## src/rtl/uart_rx_core.sv

```systemverilog
// UART receive core: oversampled start detect, 3-sample majority voting, LSB-first
// deserialization, optional parity and stop check. Define RX_SYNC_EN to add a 2-flop input synchronizer.
module uart_rx_core #(
    parameter int DATA_WIDTH = 8,
    parameter int PRESCALE_W = 6
) (
    input  logic                  clk,
    input  logic                  rst,
    input  logic                  RX_IN,
    input  logic [PRESCALE_W-1:0] Prescale,
    input  logic                  Par_en,
    input  logic                  Par_type,
    output logic [DATA_WIDTH-1:0] P_Data,
    output logic                  Data_valid,
    output logic                  Par_err,
    output logic                  Stp_err,
    output logic [2:0]            state_dbg
);

    typedef enum logic [2:0] {
        IDLE   = 3'd0,
        START  = 3'd1,
        DATA   = 3'd2,
        PARITY = 3'd3,
        STOP   = 3'd4
    } state_t;

    localparam int BW = (DATA_WIDTH > 1) ? $clog2(DATA_WIDTH) : 1;
    localparam logic [BW-1:0]         LAST_BIT = BW'(DATA_WIDTH - 1);
    localparam logic [PRESCALE_W-1:0] ONE      = PRESCALE_W'(1);

    logic rx;

`ifdef RX_SYNC_EN
    logic [1:0] sync_q;

    always_ff @(posedge clk or posedge rst) begin
        if (rst) sync_q <= 2'b11;
        else     sync_q <= {sync_q[0], RX_IN};
    end

    assign rx = sync_q[1];
`else
    assign rx = RX_IN;
`endif

    state_t                  state;
    logic [PRESCALE_W-1:0]   edge_cnt;
    logic [BW-1:0]           bit_cnt;
    logic [PRESCALE_W-1:0]   p_lat;
    logic                    par_en_lat;
    logic                    par_type_lat;
    logic                    par_fail;
    logic [2:0]              smp;
    logic [DATA_WIDTH-1:0]   shift_reg;
    logic                    pend_valid;
    logic                    pend_par;
    logic                    pend_stp;

    logic [PRESCALE_W-1:0]   mid;
    logic                    sample_now;
    logic                    last_edge;
    logic                    bit_val;
    logic                    exp_par;

    always_comb begin
        mid        = p_lat >> 1;
        sample_now = 1'b0;
        last_edge  = 1'b0;
        if (state != IDLE) begin
            sample_now = (edge_cnt == mid - ONE) || (edge_cnt == mid) || (edge_cnt == mid + ONE);
            last_edge  = (edge_cnt == p_lat - ONE);
        end
        bit_val = (smp[0] & smp[1]) | (smp[0] & smp[2]) | (smp[1] & smp[2]);
        exp_par = par_type_lat ? ~^shift_reg : ^shift_reg;
    end

    // Data_valid is a single-cycle strobe with no back-pressure; P_Data holds until the next good frame.
    always_ff @(posedge clk or posedge rst) begin
        if (rst) begin
            state        <= IDLE;
            edge_cnt     <= '0;
            bit_cnt      <= '0;
            p_lat        <= '0;
            par_en_lat   <= 1'b0;
            par_type_lat <= 1'b0;
            par_fail     <= 1'b0;
            smp          <= '0;
            shift_reg    <= '0;
            pend_valid   <= 1'b0;
            pend_par     <= 1'b0;
            pend_stp     <= 1'b0;
            P_Data       <= '0;
            Data_valid   <= 1'b0;
            Par_err      <= 1'b0;
            Stp_err      <= 1'b0;
        end else begin
            // Outputs trail the stop decision by one edge, which lets IDLE catch a back-to-back start.
            Data_valid <= pend_valid;
            Par_err    <= pend_par;
            Stp_err    <= pend_stp;
            if (pend_valid) P_Data <= shift_reg;
            pend_valid <= 1'b0;
            pend_par   <= 1'b0;
            pend_stp   <= 1'b0;

            if (state == IDLE) begin
                if (!rx) begin
                    state        <= START;
                    edge_cnt     <= ONE;
                    bit_cnt      <= '0;
                    p_lat        <= Prescale;
                    par_en_lat   <= Par_en;
                    par_type_lat <= Par_type;
                    par_fail     <= 1'b0;
                end
            end else begin
                if (sample_now) smp <= {smp[1:0], rx};
                if (last_edge) begin
                    edge_cnt <= '0;
                    case (state)
                        START: state <= bit_val ? IDLE : DATA;
                        DATA: begin
                            shift_reg <= {bit_val, shift_reg[DATA_WIDTH-1:1]};
                            bit_cnt   <= bit_cnt + 1'b1;
                            if (bit_cnt == LAST_BIT) state <= par_en_lat ? PARITY : STOP;
                        end
                        PARITY: begin
                            if (bit_val != exp_par) par_fail <= 1'b1;
                            state <= STOP;
                        end
                        STOP: begin
                            state      <= IDLE;
                            pend_stp   <= ~bit_val;
                            pend_par   <= par_fail;
                            pend_valid <= bit_val & ~par_fail;
                        end
                        default: state <= IDLE;
                    endcase
                end else begin
                    edge_cnt <= edge_cnt + ONE;
                end
            end
        end
    end

    assign state_dbg = state;

endmodule

```

## config.mk

```make
export PLATFORM = sky130hd
export DESIGN_NAME = uart_rx_core
export DESIGN_NICKNAME = d
export VERILOG_FILES = /design/src/rtl/uart_rx_core.sv
export SDC_FILE = /design/constraint.sdc
export NUM_CORES = 1
export LEC_CHECK = 0
export CORE_AREA = 3 3 76 78
export CTS_BUF_LIST = sky130_fd_sc_hd__clkbuf_4 sky130_fd_sc_hd__clkbuf_8 sky130_fd_sc_hd__clkbuf_16
export DETAILED_ROUTE_END_ITERATION = 10
export DIE_AREA = 0 0 79 81
export PLACE_DENSITY = 0.69
export SYNTH_ARGS = -nofsm -noshare
export SYNTH_HDL_FRONTEND = slang
export SYNTH_SLANG_ARGS = --single-unit
export TNS_END_PERCENT = 30
```

## constraint.sdc

```tcl
create_clock -name clk -period 3.76 [get_ports clk]
set_input_delay 0.564 -clock clk [delete_from_list [all_inputs] [get_ports clk]]
set_output_delay 0.564 -clock clk [all_outputs]
set_load 0.01 [all_outputs]
```

Word level (Yosys, flattened, before mapping)
Cells that the tools add are included.
- reduce and logical (&&, ||, !) cells: 16
- eq/ne operators: 12
- muxes and demuxes: 31
- add/sub/neg operators: 5
- bitwise logic cells: 10
- operators by type and width (kind ; count):
    $mux 3 ; 9
    $eq 6x6->1 ; 3
    $mux 6 ; 3
    $mux 1 ; 17
    $pmux 3 s3 ; 1
    $reduce_and 3->1 ; 3
    $reduce_bool 2->1 ; 4
    $reduce_xnor 8->1 ; 1
    $reduce_xor 8->1 ; 1
    $add 5x1->6 const B ; 1
    $add 6x1->6 const B ; 1
    $eq 3x2->1 const B ; 2
    $eq 3x3->1 const B ; 2
    $eq 6x5->1 ; 1
    $sub 5x1->6 const B ; 1
    $sub 6x1->6 const B ; 1
    $and 1x1->1 ; 4
    $not 1->1 ; 4
    $reduce_and 2->1 ; 2
    $reduce_and 4->1 ; 1
    $add 3x1->3 const B ; 1
    $eq 3x1->1 const B ; 1
    $logic_not 3->1 ; 1
    $ne 3x3->1 const B ; 1
    6 further kinds ; 8
- flip-flop bits (word level): 46

Longest topological paths before layout
Gate-level depths: netlist of run 1.
- depth after elaboration: 8
- depth in mapped cells: 11
- mapped depth without buffers: 8

Least setup slack after synthesis of run 1
OpenSTA, ideal clock, no wires.
- kind: register to register
- from: register p_lat[2]
- to: register shift_reg[0]
- stages on the path, launching flop included: 12
- data required time: 3.635 ns
- setup slack: 1.021 ns
- arrival time: 2.613 ns
- setup time: 0.125 ns
- buffers on the path: 3
- cell sequence: dfrtp_1 -> buf_2 -> inv_2 -> ha_1 -> nor3b_1 -> nand2_1 -> xnor2_1 -> a2111o_1 -> buf_6 -> or4b_4 -> buf_6 -> mux2_4
- longest elaborated chain between the ends: 4
- ends and longest elaborated chain (element ; line ; text):
    from (decl) ; 50 ; logic [PRESCALE_W-1:0] p_lat;
    from (signal assigned) ; 112 ; p_lat <= Prescale;
    $sub 6x1->6 ; 72 ; last_edge = (edge_cnt == p_lat - ONE);
    $eq 6x6->1 ; 72 ;
    $mux 1 ; 70 ; if (state != IDLE) begin
    $reduce_and 3->1 (no line) ; n/a ;
    to (signal assigned) ; 124 ; shift_reg <= {bit_val, shift_reg[DATA_WIDTH-1:1]};
    to (decl) ; 55 ; logic [DATA_WIDTH-1:0] shift_reg;
Every way passes these cells.
A chain may end at the register's enable or synchronous reset.

Final worst setup path of run 1
- from: register p_lat[2]
- to: register shift_reg[6]
The elaborated chain is that of the path after synthesis.

==> impl_metrics.tcl, run 1 <==
set metrics [dict create \
    cts_setup_buffers 0 \
    rows 26 \
    clock_path_buffers 2 \
    cts_hold_buffers 0 \
    place.gp.congestion 0.8691 \
    rsz0062_at_grt "no" \
    die_w_um 79 \
    drc 0 \
    synth_cell_types 39 \
    port_buffers 24 \
    syn_nets 255 \
    finalNonFillerCells 323 \
    vias_per_cell 5.325 \
    hpwl_um 3182 \
    cts_tree "built" \
    vdd.ir_drop.worst_mv 0.4087 \
    critPathRequiredTime_ns 3.95 \
    die_area_mm2 0.006399 \
    wl_per_cell_um 13.73 \
    fin_util 0.5577 \
    dr_total_vias 1720 \
    crit_type "register to register" \
    syn_area_mm2 0.002531 \
    finalSetupViolCount 0 \
    hold_slack_ns 0.3558 \
    outcome "complete, no violations" \
    setup.worst_path.end_class "register" \
    finalCritPeriodShare 0.7793 \
    netlist_instances 237 \
    coreArea_mm2 0.005140 \
    yosys_most_used_dff "dfrtp_1" \
    grt_pass1_wl_um 7879 \
    cts_resized 0 \
    die_h_um 81 \
    numCtsBuffers 5 \
    grt_overflow 0 \
    placedCellCount 315 \
    io_pins 25 \
    slew_violations 0 \
    async_flop_share 1.000 \
    power.total_mw 2.104 \
    grt_pass1_vias 1667 \
    antenna_found_initial 0 \
    nFillCells 489 \
    hold_viol_final 0 \
    maxCapViolCount 0 \
    drt-total-wl_um 4434 \
    htreeDepth 2 \
    start_util 0.4925 \
    insertion_delay_ns 0.30 \
    yosysSeqAreaShare 0.4548 \
    cp.arrival_ns 3.12 \
    fmax_ghz 0.3413 \
    drive_above_1_share 0.1542 \
    min_path_type "register to register" \
    p_per_area_mw_per_mm2 734.1 \
    synth-edff-count 0 \
    diodes 0 \
    groute.usage.overall 0.1564 \
    crit_fanout 19 \
    fin_skew_ns 0.008931 \
    fin_crit_ns 2.930 \
    cts.sink_count 46 \
    grt_max_degree 47 \
    cts.reportedPaths.clkPinSlew_ns 0.09 \
    tightest_slew_ns 0.9155 \
    final_nets 270 \
    tns_ns 0 \
    root_buffer "clkbuf_8" \
    first_pass_iters 4 \
    drtIter0Drc 118 \
    syn2layout_area_growth_pct 13.25 \
    startpoint_type "register" \
    relSlewSlack 0.3888 \
    power_leakage_nw 1.282 \
    yosys_warnings 0 \
    ant_nets 0 \
    ys_ff_latch 46 \
    avgSynthCellArea_um2 10.68 \
]
[power by group]
group	switching [mW]	internal, mW
combinational	0.443	0.491
clock	0.166	0.131
sequential	0.251	0.622
total	0.861	1.24
[cells by family (layout without fill, tap and decap cells)]
group | Yosys count | after routing | share of synthesized area
xor gates and xnor gates | 29 | 29 | 0.1003
DFF | 46 | 46 | 0.4548
AOI/OAI and AO/OA | 34 | 34 | 0.08650
and+or+nand+nor | 64 | 64 | 0.1325
buffers and inverters | 28 | 44 | 0.05239
adders and majority gates | 8 | 8 | 0.03856
muxes | 28 | 28 | 0.1349
[path summary, 6_finish.rpt]
path,from,to,slack [ns],depth (start not counted)
worst max-delay path,p_lat[2],shift_reg[6],0.83,9
worst min-delay path,pend_stp,Stp_err,0.36,0
worst max register to register,p_lat[2],shift_reg[6],0.83,9
worst min register to register,pend_stp,Stp_err,0.36,0
max in group asynchronous,rst,p_lat[2],2.41,2
min in group asynchronous,rst,P_Data[1],0.78,2
[cell usage in the layout (no fill, tap or decap), types with 6 or more instances in the layout]
cell type         n
nor2_1            8
inv_1             8
ha_1              7
o21ai_0          13
xnor2_1          19
mux2_4            8
xor2_1           10
nand2_1          15
dfrtp_1          46
nand3_1          16
clkdlybuf4s50_1  24
a31oi_1           6
mux2_2           17
nor3_1            6
[synthesized netlist by cell type (all sizes together), types with 5 or more instances]
cell    instances  area [um2]
dfrtp          46        1151
mux2           25       311.6
xnor2          19       166.4
nand3          16       80.08
nand2          15       56.30
o21ai          13       65.06
clkbuf         11       41.29
inv            10       37.53
xor2           10       87.58
nor2            8       30.03
buf             7       53.80
ha              7       87.58
a31oi           6       37.54
nor3            6       30.03
a22o            5       43.79
[through the flow]
step	setup slack, ns	instance area (um2)
2_1_floorplan	1.021	2531
3_3_place_gp	0.9270	2779
3_5_place_dp	0.8340	2779
4_1_cts	0.8290	2867
5_1_grt	0.6215	2867
6_report	0.8300	2867
[routing by layer]
metal | track usage | routed length [um] | vias to the layer above
li1 | - | - | 855
met1 | 0.2199 | 2233 | 824
met2 | 0.2374 | 1949 | 35
met3 | 0.03326 | 176 | 6
met4 | 0.06014 | 74 | 0
met5 | 0 | 0 | -
[critical path, cell delays in order (launching register included)]
cell	delay, ns
dfrtp_1	0.49
inv_2	0.13
ha_1	0.28
nor3b_1	0.27
nand2_1	0.10
xnor2_1	0.13
a2111o_1	0.29
buf_4	0.21
or4b_4	0.60
mux2_4	0.33
[final cells by class]
type                            instances  area [um2]  share of cell area
Clock inverter                          3       18.77            0.006547
Timing Repair Buffer                   26       255.2             0.08904
Multi-Input combinational cell        163        1247              0.4352
Clock buffer                            5       68.82             0.02401
Sequential cell                        46        1151              0.4016
Tap cell                               70       87.58             0.03055
Inverter                               10       37.54             0.01309
(Power assumes the default switching activity.)
==> inputs of run 2 (changes only) <==
--- a/config.mk
+++ b/config.mk
@@ -9,7 +9,7 @@
 export CTS_BUF_LIST = sky130_fd_sc_hd__clkbuf_4 sky130_fd_sc_hd__clkbuf_8 sky130_fd_sc_hd__clkbuf_16
 export DETAILED_ROUTE_END_ITERATION = 10
 export DIE_AREA = 0 0 79 81
-export PLACE_DENSITY = 0.69
+export PLACE_DENSITY = 0.72
 export SYNTH_ARGS = -nofsm -noshare
 export SYNTH_HDL_FRONTEND = slang
 export SYNTH_SLANG_ARGS = --single-unit
==> constraint.sdc (replaced) <==
create_clock -name clk -period 2.36 [get_ports clk]
set_input_delay 0.354 -clock clk [delete_from_list [all_inputs] [get_ports clk]]
set_output_delay 0.354 -clock clk [all_outputs]
set_load 0.01 [all_outputs]
==> impl_metrics.tcl, run 2 (synthesis results as in run 1) <==
set metrics [dict create \
    numCtsBuffers 5 \
    die_area_mm2 0.006399 \
    start_util 0.4925 \
    final_nets 290 \
    dr_total_vias 1810 \
    swShare 0.3855 \
    startpoint_type "register" \
    rsz0062_at_grt "yes" \
    ant_nets 0 \
    pre_cts_slack_ns -0.04702 \
    tightest_slew_ns 0.4822 \
    grt_pass1_vias 1791 \
    cts_hold_buffers 0 \
    vias_per_cell 5.277 \
    port_buffers 24 \
    clock_path_buffers 2 \
    finalNonFillerCells 343 \
    drive_above_1_share 0.2271 \
    htreeDepth 2 \
    p_per_area_mw_per_mm2 1224 \
    nFillCells 455 \
    coreArea_mm2 0.005140 \
    relSlewSlack 0.6740 \
    final_cell_mix "46 x dfrtp_1, 24 x clkdlybuf4s50_1, 21 x buf_4" \
    vdd.ir_drop.worst_mv 0.7211 \
    drt-total-wl_um 4899 \
    fin_skew_ns 0.006959 \
    root_buffer "clkbuf_8" \
    hold_viol_final 0 \
    p_int_mw 2.317 \
    grt_pass1_wl_um 8611 \
    grt_overflow 0 \
    drc 0 \
    final_common_cell "dfrtp_1" \
    outcome "complete, but fails checks" \
    antenna_found_initial 0 \
    syn2layout_area_growth_pct 21.75 \
    crit_type "register to register" \
    first_pass_iters 6 \
    cts.reportedPaths.clkPinSlew_ns 0.09 \
    insertion_delay_ns 0.30 \
    finalSetupViolCount 9 \
    hpwl_um 3560 \
    grt_max_degree 27 \
    regToRegSetupSlack_ns -0.07 \
    wl_per_cell_um 14.28 \
    p_switching_mw 1.454 \
    fin_util 0.5996 \
    seqPwrFrac 0.325 \
    timing.final.ws_setup_ns -0.07484 \
    violations "negative setup slack" \
    power_leakage_nw 1.396 \
    die_h_um 81 \
    clkPwrFrac 0.156 \
    maxCapViolCount 0 \
    place.gp.congestion 0.8908 \
    crit_fanout 8 \
    drtIter0Drc 87 \
    placedCellCount 333 \
    slew_violations 0 \
    groute.usage.overall 0.1703 \
    diodes 0 \
    rows 26 \
    setup.worst_path.end_class "register" \
    power.total_mw 3.771 \
    cts.sink_count 46 \
    pwr-share-comb 0.519 \
    critPathRequiredTime_ns 2.54 \
    die_w_um 79 \
    min_path_type "register to register" \
    cts_tree "built" \
    finalCritPeriodShare 1.032 \
    fin_crit_ns 2.435 \
    fmax_ghz 0.4107 \
    io_pins 25 \
    cp.arrival_ns 2.62 \
]
-- run 2: cell count changes in the layout (fill, tap and decap cells not counted), sizes merged --
cell	delta
buf	+20
bufinv	+1
clkbuf	+1
clkinv	-2
clkinvlp	+1
inv	-1
-- run 2: final timing paths --
kind | startpoint | end | cells past startpoint
worst max-delay path | p_lat[1] | shift_reg[7] | 8
worst min-delay path | pend_par | Par_err | 0
worst max register to register | p_lat[1] | shift_reg[7] | 8
worst min register to register | pend_par | Par_err | 0
max in group asynchronous | rst | bit_cnt[1] | 3
min in group asynchronous | rst | P_Data[0] | 2
-- run 2: final cells by class --
type | count | area [um2] | share of cell area
clock inverter | 2 | 37.54 | 0.01218
clock buffer | 6 | 76.32 | 0.02477
timing repair buffer | 46 | 417.9 | 0.1356
inverter | 10 | 40.04 | 0.01299
sequential | 46 | 1151 | 0.3735
tap | 70 | 87.58 | 0.02842
multi-input combinational | 163 | 1271 | 0.4125
-- run 2: through the flow --
stage	hold WS (ns)	TNS [ns]	instance area, um2
final	0.3535	-0.5753	3082
after global routing	0.3623	-1.771	3082
after CTS	0.3576	-0.5698	3060
after detailed placement	0.3381	-0.3327	2947
after global placement	0.3341	-0.09090	2947
after floorplan	0.3312	-1.562	2561
-- run 2: power groups by stage --
| stage | sequential [mW] | clock, mW | combinational, mW |
|---|---|---|---|
| 6_report | 1.23 | 0.589 | 1.96 |
| 5_1_grt | 1.26 | 0.641 | 2.19 |
| 3_5_place_dp | 1.23 | 0 | 1.91 |
| 4_1_cts | 1.22 | 0.604 | 1.92 |
| 3_3_place_gp | 1.23 | 0 | 1.88 |
| 2_1_floorplan | 1.16 | 0 | 1.49 |
-- run 2: layer usage --
layer | GRT usage | share of wire
met5 | 0 | 0
met4 | 0.04811 | 0.013
met3 | 0.03548 | 0.033
met2 | 0.2601 | 0.46
met1 | 0.2456 | 0.49
-- run 2: worst max-delay path: stages, from the launching register on --
cell	delay (ns)
dfrtp_1	0.39
inv_2	0.08
ha_1	0.20
nand2_1	0.10
a21oi_1	0.08
nand4b_1	0.17
a2111o_1	0.38
or4b_4	0.60
mux2_4	0.33
-- run 2: what timing repair did --
| item | CTS | global route |
|---|---|---|
| resized for setup | 0 | 1 |
| endpoints found under the setup margin | 8 | 11 |
| setup buffers | 0 | 2 |
